$ cat src/rtl/button_debounce_pkg.sv
// Shared board timing constants (10 kHz LFOSC domain) and debounce FSM types.
package button_debounce_pkg;

    localparam int unsigned LFOSC_HZ     = 10000;
    localparam int unsigned TICKS_PER_MS = LFOSC_HZ / 1000;

    localparam int unsigned DEFAULT_DEBOUNCE_TICKS   = 20 * TICKS_PER_MS;
    localparam int unsigned DEFAULT_LONG_PRESS_TICKS = 1000 * TICKS_PER_MS;

    typedef enum logic [2:0] {
        StIdle,
        StPressWait,
        StHeld,
        StLongHeld,
        StReleaseWait
    } btn_state_e;

    // Counter width for a terminal count of n-1; never narrower than one bit.
    function automatic int unsigned cnt_width(input int unsigned n);
        return (n < 2) ? 1 : $clog2(n);
    endfunction

endpackage

$ cat src/rtl/sync_2ff.sv
// Two-flop synchronizer with asynchronous reset to a configurable level.
module sync_2ff #(
    parameter logic RESET_VAL = 1'b0
) (
    input  logic clk,
    input  logic rst,
    input  logic d_i,
    output logic q_o
);

    logic meta_q;
    logic sync_q;

    always_ff @(posedge clk or posedge rst) begin
        if (rst) begin
            meta_q <= RESET_VAL;
            sync_q <= RESET_VAL;
        end else begin
            meta_q <= d_i;
            sync_q <= meta_q;
        end
    end

    assign q_o = sync_q;

endmodule

$ cat src/rtl/button_debounce.sv
// Pushbutton debouncer: debounced level, press/release/long-press strobes and a
// wrapping press counter.
module button_debounce
    import button_debounce_pkg::*;
#(
    parameter int unsigned DEBOUNCE_TICKS   = DEFAULT_DEBOUNCE_TICKS,
    parameter int unsigned LONG_PRESS_TICKS = DEFAULT_LONG_PRESS_TICKS,
    parameter bit          ACTIVE_LOW       = 1'b1
) (
    input  logic       clk,
    input  logic       rst,
    input  logic       btn_in,
    output logic       pressed,
    output logic       press_pulse,
    output logic       release_pulse,
    output logic       long_pulse,
    output logic [7:0] press_count
);

    localparam int unsigned DBW = cnt_width(DEBOUNCE_TICKS);
    localparam int unsigned HW  = cnt_width(LONG_PRESS_TICKS);

    localparam logic [DBW-1:0] DB_LAST   = DBW'(DEBOUNCE_TICKS - 1);
    localparam logic [HW-1:0]  HOLD_LAST = HW'(LONG_PRESS_TICKS - 1);

    logic btn_sync;
    logic btn_s_q, btn_s_d;

    logic [DBW-1:0] db_cnt_q, db_cnt_d;
    logic           pressed_q, pressed_d;
    logic [HW-1:0]  hold_q, hold_d;
    logic           long_done_q, long_done_d;
    btn_state_e     state_q, state_d;

    logic       press_pulse_q, release_pulse_q, long_pulse_q;
    logic [7:0] press_count_q, press_count_d;

    logic differ;
    logic accept;
    logic press_acc;
    logic rel_acc;
    logic hold_active;
    logic long_fire;

    // Reset the synchronizer to the released raw level so reset never looks like a press.
    sync_2ff #(
        .RESET_VAL(ACTIVE_LOW)
    ) u_sync (
        .clk (clk),
        .rst (rst),
        .d_i (btn_in),
        .q_o (btn_sync)
    );

    assign btn_s_d = btn_sync ^ ACTIVE_LOW;

    always_comb begin
        differ    = (btn_s_q != pressed_q);
        accept    = differ && (db_cnt_q == DB_LAST);
        press_acc = accept && !pressed_q;
        rel_acc   = accept && pressed_q;
        pressed_d = pressed_q ^ accept;
        db_cnt_d  = (!differ || accept) ? '0 : db_cnt_q + 1'b1;
    end

    always_comb begin
        hold_active = (state_q == StHeld) || (state_q == StLongHeld) ||
                      (state_q == StReleaseWait);
        long_fire   = !rel_acc && (hold_q == HOLD_LAST) &&
                      ((state_q == StHeld) || ((state_q == StReleaseWait) && !long_done_q));

        hold_d = hold_q;
        if (press_acc) begin
            hold_d = '0;
        end else if (hold_active && (hold_q != HOLD_LAST)) begin
            hold_d = hold_q + 1'b1;
        end

        long_done_d = long_done_q;
        if (press_acc) begin
            long_done_d = 1'b0;
        end else if (long_fire) begin
            long_done_d = 1'b1;
        end

        press_count_d = press_count_q + {7'd0, press_acc};
    end

    // Accept can coincide with the first cycle of a level change when DEBOUNCE_TICKS is 1,
    // so each state checks accept before its wait-state transition.
    always_comb begin
        state_d = state_q;
        unique case (state_q)
            StIdle: begin
                if (btn_s_q) begin
                    state_d = accept ? StHeld : StPressWait;
                end
            end
            StPressWait: begin
                if (accept) begin
                    state_d = StHeld;
                end else if (!btn_s_q) begin
                    state_d = StIdle;
                end
            end
            StHeld: begin
                if (!btn_s_q) begin
                    state_d = accept ? StIdle : StReleaseWait;
                end else if (long_fire) begin
                    state_d = StLongHeld;
                end
            end
            StLongHeld: begin
                if (!btn_s_q) begin
                    state_d = accept ? StIdle : StReleaseWait;
                end
            end
            StReleaseWait: begin
                if (accept) begin
                    state_d = StIdle;
                end else if (btn_s_q) begin
                    state_d = (long_done_q || long_fire) ? StLongHeld : StHeld;
                end
            end
            default: state_d = StIdle;
        endcase
    end

    always_ff @(posedge clk or posedge rst) begin
        if (rst) begin
            btn_s_q         <= 1'b0;
            db_cnt_q        <= '0;
            pressed_q       <= 1'b0;
            hold_q          <= '0;
            long_done_q     <= 1'b0;
            state_q         <= StIdle;
            press_pulse_q   <= 1'b0;
            release_pulse_q <= 1'b0;
            long_pulse_q    <= 1'b0;
            press_count_q   <= 8'd0;
        end else begin
            btn_s_q         <= btn_s_d;
            db_cnt_q        <= db_cnt_d;
            pressed_q       <= pressed_d;
            hold_q          <= hold_d;
            long_done_q     <= long_done_d;
            state_q         <= state_d;
            press_pulse_q   <= press_acc;
            release_pulse_q <= rel_acc;
            long_pulse_q    <= long_fire;
            press_count_q   <= press_count_d;
        end
    end

    assign pressed       = pressed_q;
    assign press_pulse   = press_pulse_q;
    assign release_pulse = release_pulse_q;
    assign long_pulse    = long_pulse_q;
    assign press_count   = press_count_q;

endmodule
$ cat config.mk
export PLATFORM = sky130hd
export DESIGN_NAME = button_debounce
export DESIGN_NICKNAME = d
export VERILOG_FILES = /design/src/rtl/button_debounce_pkg.sv /design/src/rtl/sync_2ff.sv /design/src/rtl/button_debounce.sv
export SDC_FILE = /design/constraint.sdc
export NUM_CORES = 1
export LEC_CHECK = 0
export ABC_AREA = 0
export BUFFER_PORTS_ARGS = -buffer_cell sky130_fd_sc_hd__buf_2
export CORE_ASPECT_RATIO = 1.75
export CORE_MARGIN = 1
export CORE_UTILIZATION = 35
export CTS_BUF_LIST = sky130_fd_sc_hd__clkbuf_8
export DETAILED_ROUTE_END_ITERATION = 6
export GPL_ROUTABILITY_DRIVEN = 1
export PLACE_DENSITY_LB_ADDON = 0.05
export SLEW_MARGIN = 20
export SYNTH_ARGS = -nofsm -noshare
export SYNTH_HDL_FRONTEND = slang
export SYNTH_SLANG_ARGS = --single-unit
$ cat constraint.sdc
create_clock -name clk -period 6.9 [get_ports clk]
set_clock_uncertainty 0.2 [all_clocks]
set_input_delay 1.035 -clock clk [delete_from_list [all_inputs] [get_ports clk]]
set_output_delay 1.035 -clock clk [all_outputs]
set_load 0.01 [all_outputs]
After elaboration in Yosys (flattened, before gate mapping)

Index checks and enable logic that the tools add are counted.

Logic and storage cells: 67
Input port bits: 3
Output and inout bits: 12
Flip-flop bits (word level): 41

Add/subtract/negate cells: 3
Bitwise logic cells: 2
Reduce and logical (&&, ||, !) cells: 20
Eq/ne operators: 13
Muxes and demuxes: 17

Operator list:

| cell                    | number |
|---|---|
| $mux W14                | 2 |
| $mux W3                 | 9 |
| $pmux W3 S5             | 1 |
| $add A14 B1 Y14 const B | 1 |
| $eq A14 B14 Y1 const B  | 1 |
| $ne A14 B14 Y1 const B  | 1 |
| $ne A3 B3 Y1 const B    | 3 |
| $add A8 B1 Y8           | 1 |
| $add A8 B1 Y8 const B   | 1 |
| $eq A8 B8 Y1 const B    | 1 |
| $mux W8                 | 1 |
| $logic_and A1 B1 Y1     | 7 |
| $eq A3 B2 Y1 const B    | 2 |
| $logic_or A1 B1 Y1      | 5 |
| $reduce_and A5 Y1       | 1 |
| $logic_not A1 Y1        | 4 |
| $ne A2 B2 Y1 const B    | 2 |
| $reduce_bool A2 Y1      | 2 |
| $eq A3 B1 Y1 const B    | 1 |
| $eq A3 B3 Y1 const B    | 1 |
| $logic_not A3 Y1        | 1 |
| $mux W1                 | 3 |
| $mux W2                 | 1 |
| $ne A1 B1 Y1            | 1 |
| 2 further kinds         | 2 |

Depth between registers and ports, before layout

Depth after elaboration: 11
Gate-level depth with buffers: 11
Depth with buffers taken out: 9

Cells and area by module

From an unflattened synthesis, not the netlist that was laid out.

Cells, all modules: 205
Area, all modules: 2065.7 sq um

Modules (own cells, without submodules):

| module          | sequential area each (sq um) | instances | cells an instance | area an instance (sq um) |
|---|---|---|---|---|
| button_debounce | 975.9                        | 1         | 202               | 2009.4 |
| sync_2ff        | 52.6                         | 1         | 3                 | 56.3 |

Worst setup path after synthesis

Ideal clock, no wire load.

Kind: register to register
Start: reg db_cnt_q[5]
End: reg press_count_q[7] (netlist: press_count[7])
Arrival: 2476 ps
Setup time: 124 ps
Setup slack: 4099 ps
Path buffers: 1
Required time: 6576 ps
Stages on the path, launching flop included: 10
Cells stage by stage: dfrtp_1 nor4bb_1 nand2_1 nor2_1 buf_4 ha_1 and3_1 nand3_1 or2_2 xnor2_1

Word-level cells in the longest chain between the ends: 4

RTL lines:

| item                       | line                   | text |
|---|---|---|
| start: declaration         | button_debounce.sv:29  | `logic [DBW-1:0] db_cnt_q, db_cnt_d;` |
| start signal: assignment   | button_debounce.sv:143 | `db_cnt_q <= db_cnt_d;` |
| $eq A8 B8 Y1               | button_debounce.sv:59  | `accept = differ && (db_cnt_q == DB_LAST);` |
| $logic_and A1 B1 Y1        | button_debounce.sv:59  |  |
| $logic_and A1 B1 Y1        | button_debounce.sv:60  | `press_acc = accept && !pressed_q;` |
| named net press_acc        | button_debounce.sv:40  | `logic press_acc;` |
| $add A8 B1 Y8              | button_debounce.sv:86  | `press_count_d = press_count_q + {7'd0, press_acc};` |
| named net press_count_d[7] | button_debounce.sv:36  | `logic [7:0] press_count_q, press_count_d;` |
| end signal: assignment     | button_debounce.sv:151 | `press_count_q <= press_count_d;` |
| end: declaration           | button_debounce.sv:36  |  |

The timed path passes the listed nets, and every way through them passes these cells.
A chain may end at the register's enable or synchronous reset.

Final worst setup path

Start: reg db_cnt_q[5]
End: reg press_count_q[7] (netlist: press_count[7])

Word-level cells in the longest chain between the ends: 4

RTL lines:

| item                       | line |
|---|---|
| $eq A8 B8 Y1               | button_debounce.sv:59 |
| $logic_and A1 B1 Y1        | button_debounce.sv:59 |
| $logic_and A1 B1 Y1        | button_debounce.sv:60 |
| $add A8 B1 Y8              | button_debounce.sv:86 |
| named net press_count_d[7] | button_debounce.sv:36 |

The timed path passes the listed nets, and every way through them passes these cells.

==> reports/summary.md <==
The run finished with clean final reports. The max-slew violation total from the final report came out at 0. For the worst setup path, the data arrival time is 2.93 ns. The average wire per cell in the routed design works out to 14.2 um. The post-synthesis to final-layout area growth was 10.9%; the synthesized area was 2060 um^2.

Once the floorplan was initialized, standard cells occupied 36.6% of the core. The largest total area in the synthesized netlist belongs to sky130_fd_sc_hd__dfrtp_1. The last weighted congestion value of the routability-driven placer was 0.839; the maximum buffer depth of the clock tree was 2. The worst-case IR drop observed on VDD is 84.1 uV. Counting cells, the worst reg-to-reg path comes to 9. Counting the fill cells in the layout gives 576. The clock reaches the later pin of the worst-skew pair after 0.30 ns. For the pin with the worst max-slew slack, the measured transition is 0.779 ns. Counting flops with an async set or reset pin after synthesis yields a share of 100%. The root buffer selected by CTS is sky130_fd_sc_hd__clkbuf_8. Setup repair after global routing left no endpoint under its margin.

The H-tree generated during clock tree synthesis spans 2 levels. The Yosys step of the flow raised 0 warnings. 15 I/O pins were placed. Of the available clock period, the critical path in the final layout requires 42.7%.

The leakage power is 1.03 nW, and the buffers inserted during post-CTS setup optimization is 0. The total clock buffers created by CTS is 5, and the pin count of the biggest net entering global routing is 42. For the final routed database, the setup TNS stands at 0 ns. STA classifies the critical path startpoint as a flop. The netlist uses 44 different library cells. The number of buffer cells added on primary ports was 14.

The hold path endpoint was u_sync.q_o. STA classifies the critical path endpoint as a flop. The worst hold path begins at u_sync.meta_q. The logs give 0 for the number of remaining DRC errors and 0 for the count of cells resized by post-cts repair. The tools report the remaining global-route overflow as 0. The initial antenna violation count is 0, and the post-detailed-route via-to-cell ratio is 5.23. For the total count of hold-check failures in the final report, the log shows 0.

For the max-slew headroom at the worst pin, the log shows 47.4%. In this run the biggest area consumer among cell types represents 47.3% of the synthesized area. In this run the critical register-to-register path is launched from db_cnt_q[5]. Summing the areas of all compound-gate instances in the mapped netlist gives 12.6% of the synthesized area.

Summing all multi-input logic gate instances after layout gives 938 um^2. The iteration-0 DRC count of the detailed router came out at 60. The net count of the finished layout is 225. The register clock-pin slew on the reported worst setup and hold paths came out at 0.08 ns.

Synthesis handed over a netlist of 204 instances. The logs give 0.158 ns for the final worst hold slack and 1544 for the overall via count from detail_route. The detailed-routing iteration count for the pre-antenna-repair pass was 4. The synthesized design contains 0 enable-type register cells. The total detailed-routing wirelength was 4180 um; the synthesized area divided by synthesized cell count was 10.1 um^2.

Hold repair after CTS inserted 0 buffers. The number of antenna diodes in the final layout is 0. The adder-cell share of the synthesized area is 2.43%, and the final core area utilization is 40.6%.

Multiplexer fraction of the synthesized cell area: 0%. The via count of the first global-routing pass came out at 1569. The first global-routing pass estimated 7270 um of wire. Sequential cell area in the final layout: 1030 um^2. The setup-violating endpoint count in the final report came out at 0.

The number of nets handed over by synthesis was 211. Detailed placement ended at an HPWL of 3040 um. Max-cap violations in this run came to 0.

The clock drives 41 sinks. Simple-gate share of the synthesized area: 22.0%. After layout, the design draws a total of 0.440 mW. The die is 104 um tall. The finished cells cover 2290 um^2.

For the number of nets still failing antenna checks after routing, the log shows 0. The largest family of logic cells by synthesized area is simple AND/OR/NAND/NOR gates. In this run the cell area measured after placement is 2180 um^2. Upper clock frequency limit: 339 MHz. Share of final-layout standard cells stronger than drive strength 1: 15.1%. The worst hold path was traced through 0 stages. TritonCTS built the clock tree. Type of the worst setup path: flop to flop. For the slack of the worst reg-to-reg path, the log shows 3.95 ns. Yosys attributes the largest share of cell area to sky130_fd_sc_hd__dfrtp_1 (47%), sky130_fd_sc_hd__xnor2_1 (5.1%), sky130_fd_sc_hd__nand3_1 (4.1%). In this run the worst path has a maximum fanout of 17. For the full die area, the log shows 6210 um^2. The endpoint required time on the critical path was 6.89 ns.

The xor/xnor share of the synthesized area is 8.50%, and the register bit total from synthesis is 41. Subtracting the final worst setup slack from the clock period gives 2.95 ns. The die width is 60.0 um. The min-delay analysis places its worst path in the category flop to flop. Sequential cells were found to cover 49.9% of the synthesized design area. The tools report the area inside the core boundary as 5630 um^2. The run gives 36 as the site row count. Global routing used 15.1% of the available tracks. The capture instance of the worst register-to-register path is press_count[7]. In this run the power density over the cells is 193 nW/um^2.

Prevailing post-synth register cell: sky130_fd_sc_hd__dfrtp_1.
## state kept, by name, indices dropped and copies added (netlist names), named ones only
name	count
btn_s_q	1
db_cnt_q	8
hold_q	14
long_done_q	1
long_pulse	1
press_count	8
press_pulse	1
release_pulse	1
state_q	3
u_sync.meta_q	1
u_sync.q_o	1
## report_power, final
group	leakage (nW)	switching [mW]	internal [mW]	total, mW
Clock	0.0549	0.0857	0.0924	0.178
Combinational	0.420	0.00941	0.00493	0.0143
Sequential	0.559	0.00403	0.244	0.248
## kinds of logic after synthesis
| kind of cell | after synthesis |
|---|---|
| buffers and inverters | 18 |
| XOR/XNOR | 20 |
| AND/OR/NAND/NOR | 83 |
| AO/OA/AOI/OAI | 38 |
| adder cells (fa/ha/maj) | 4 |
| flip-flops | 41 |
## cells in the mapped netlist (2+ instances only)
cell / instances
sky130_fd_sc_hd__a2111oi_0: 4
sky130_fd_sc_hd__a211oi_1: 4
sky130_fd_sc_hd__a21oi_1: 9
sky130_fd_sc_hd__a31o_2: 2
sky130_fd_sc_hd__a31oi_1: 2
sky130_fd_sc_hd__and2_2: 2
sky130_fd_sc_hd__and3_1: 5
sky130_fd_sc_hd__buf_6: 3
sky130_fd_sc_hd__clkbuf_1: 4
sky130_fd_sc_hd__dfrtp_1: 39
sky130_fd_sc_hd__dfstp_2: 2
sky130_fd_sc_hd__ha_1: 4
sky130_fd_sc_hd__inv_1: 9
sky130_fd_sc_hd__nand2_1: 7
sky130_fd_sc_hd__nand2b_1: 4
sky130_fd_sc_hd__nand3_1: 17
sky130_fd_sc_hd__nand4_1: 5
sky130_fd_sc_hd__nor2_1: 21
sky130_fd_sc_hd__nor2b_1: 2
sky130_fd_sc_hd__nor3_1: 2
sky130_fd_sc_hd__nor4_1: 3
sky130_fd_sc_hd__nor4bb_1: 2
sky130_fd_sc_hd__o21ai_0: 7
sky130_fd_sc_hd__o31ai_1: 3
sky130_fd_sc_hd__or3_1: 3
sky130_fd_sc_hd__or4_1: 3
sky130_fd_sc_hd__xnor2_1: 12
sky130_fd_sc_hd__xor2_1: 8
## per-layer routing
metal	vias to the layer above	GRT usage, %	wire [um]
met2	21	24.8	2200
li1	757	-	-
met1	753	18.0	1750
met3	13	2.62	83
met4	0	8.47	138
met5	-	0	0
## area by class of cell
| type | count | area share [%] |
|---|---|---|
| inverters | 9 | 1.48 |
| repair buffers | 16 | 3.72 |
| multi-input cells | 145 | 41.1 |
| clock buffers | 7 | 4.21 |
| clock inverters | 1 | 0.383 |
| flip-flops and latches | 41 | 45.0 |
| well taps | 76 | 4.16 |
## critical path, stage by stage (launching register included)
cell and delay, ns:
sky130_fd_sc_hd__dfrtp_1 0.42, sky130_fd_sc_hd__nor4bb_1 0.70, sky130_fd_sc_hd__nand2_1 0.19, sky130_fd_sc_hd__nor2_1 0.16
sky130_fd_sc_hd__buf_4 0.24, sky130_fd_sc_hd__ha_1 0.22, sky130_fd_sc_hd__and3_1 0.15, sky130_fd_sc_hd__nand3_1 0.11
sky130_fd_sc_hd__or2_2 0.32, sky130_fd_sc_hd__xnor2_1 0.12
## worst max path at each step
stage                            from              to  slack (ns)
after global routing      db_cnt_q[4]  press_count[7]        3.68
after floorplan           db_cnt_q[5]  press_count[7]        4.10
after global placement    db_cnt_q[5]  press_count[7]        4.07
after CTS                 db_cnt_q[5]  press_count[7]        3.92
after detailed placement  db_cnt_q[5]  press_count[7]        3.95
final                     db_cnt_q[5]  press_count[7]        3.95
## cells in the final DEF (no fill, tap or decap), drive strengths merged, types with 5 or more instances in the layout
cell type  synthesis  routed
nand2              7       7
nand3             17      17
nand4              5       5
xnor2             12      12
buf                5      16
xor2               8       8
dfrtp             39      39
inv                9      10
and3               5       5
o21ai              8       8
a21oi              9       9
clkbuf             4       7
nor2              21      21
## metrics by stage
stage / worst slack (ns) / instances
floorplan: 4.10 / 204
global placement: 4.07 / 287
detailed placement: 3.95 / 287
CTS: 3.92 / 295
global route: 3.68 / 295
finish: 3.95 / 295
(Power assumes the default switching activity.)
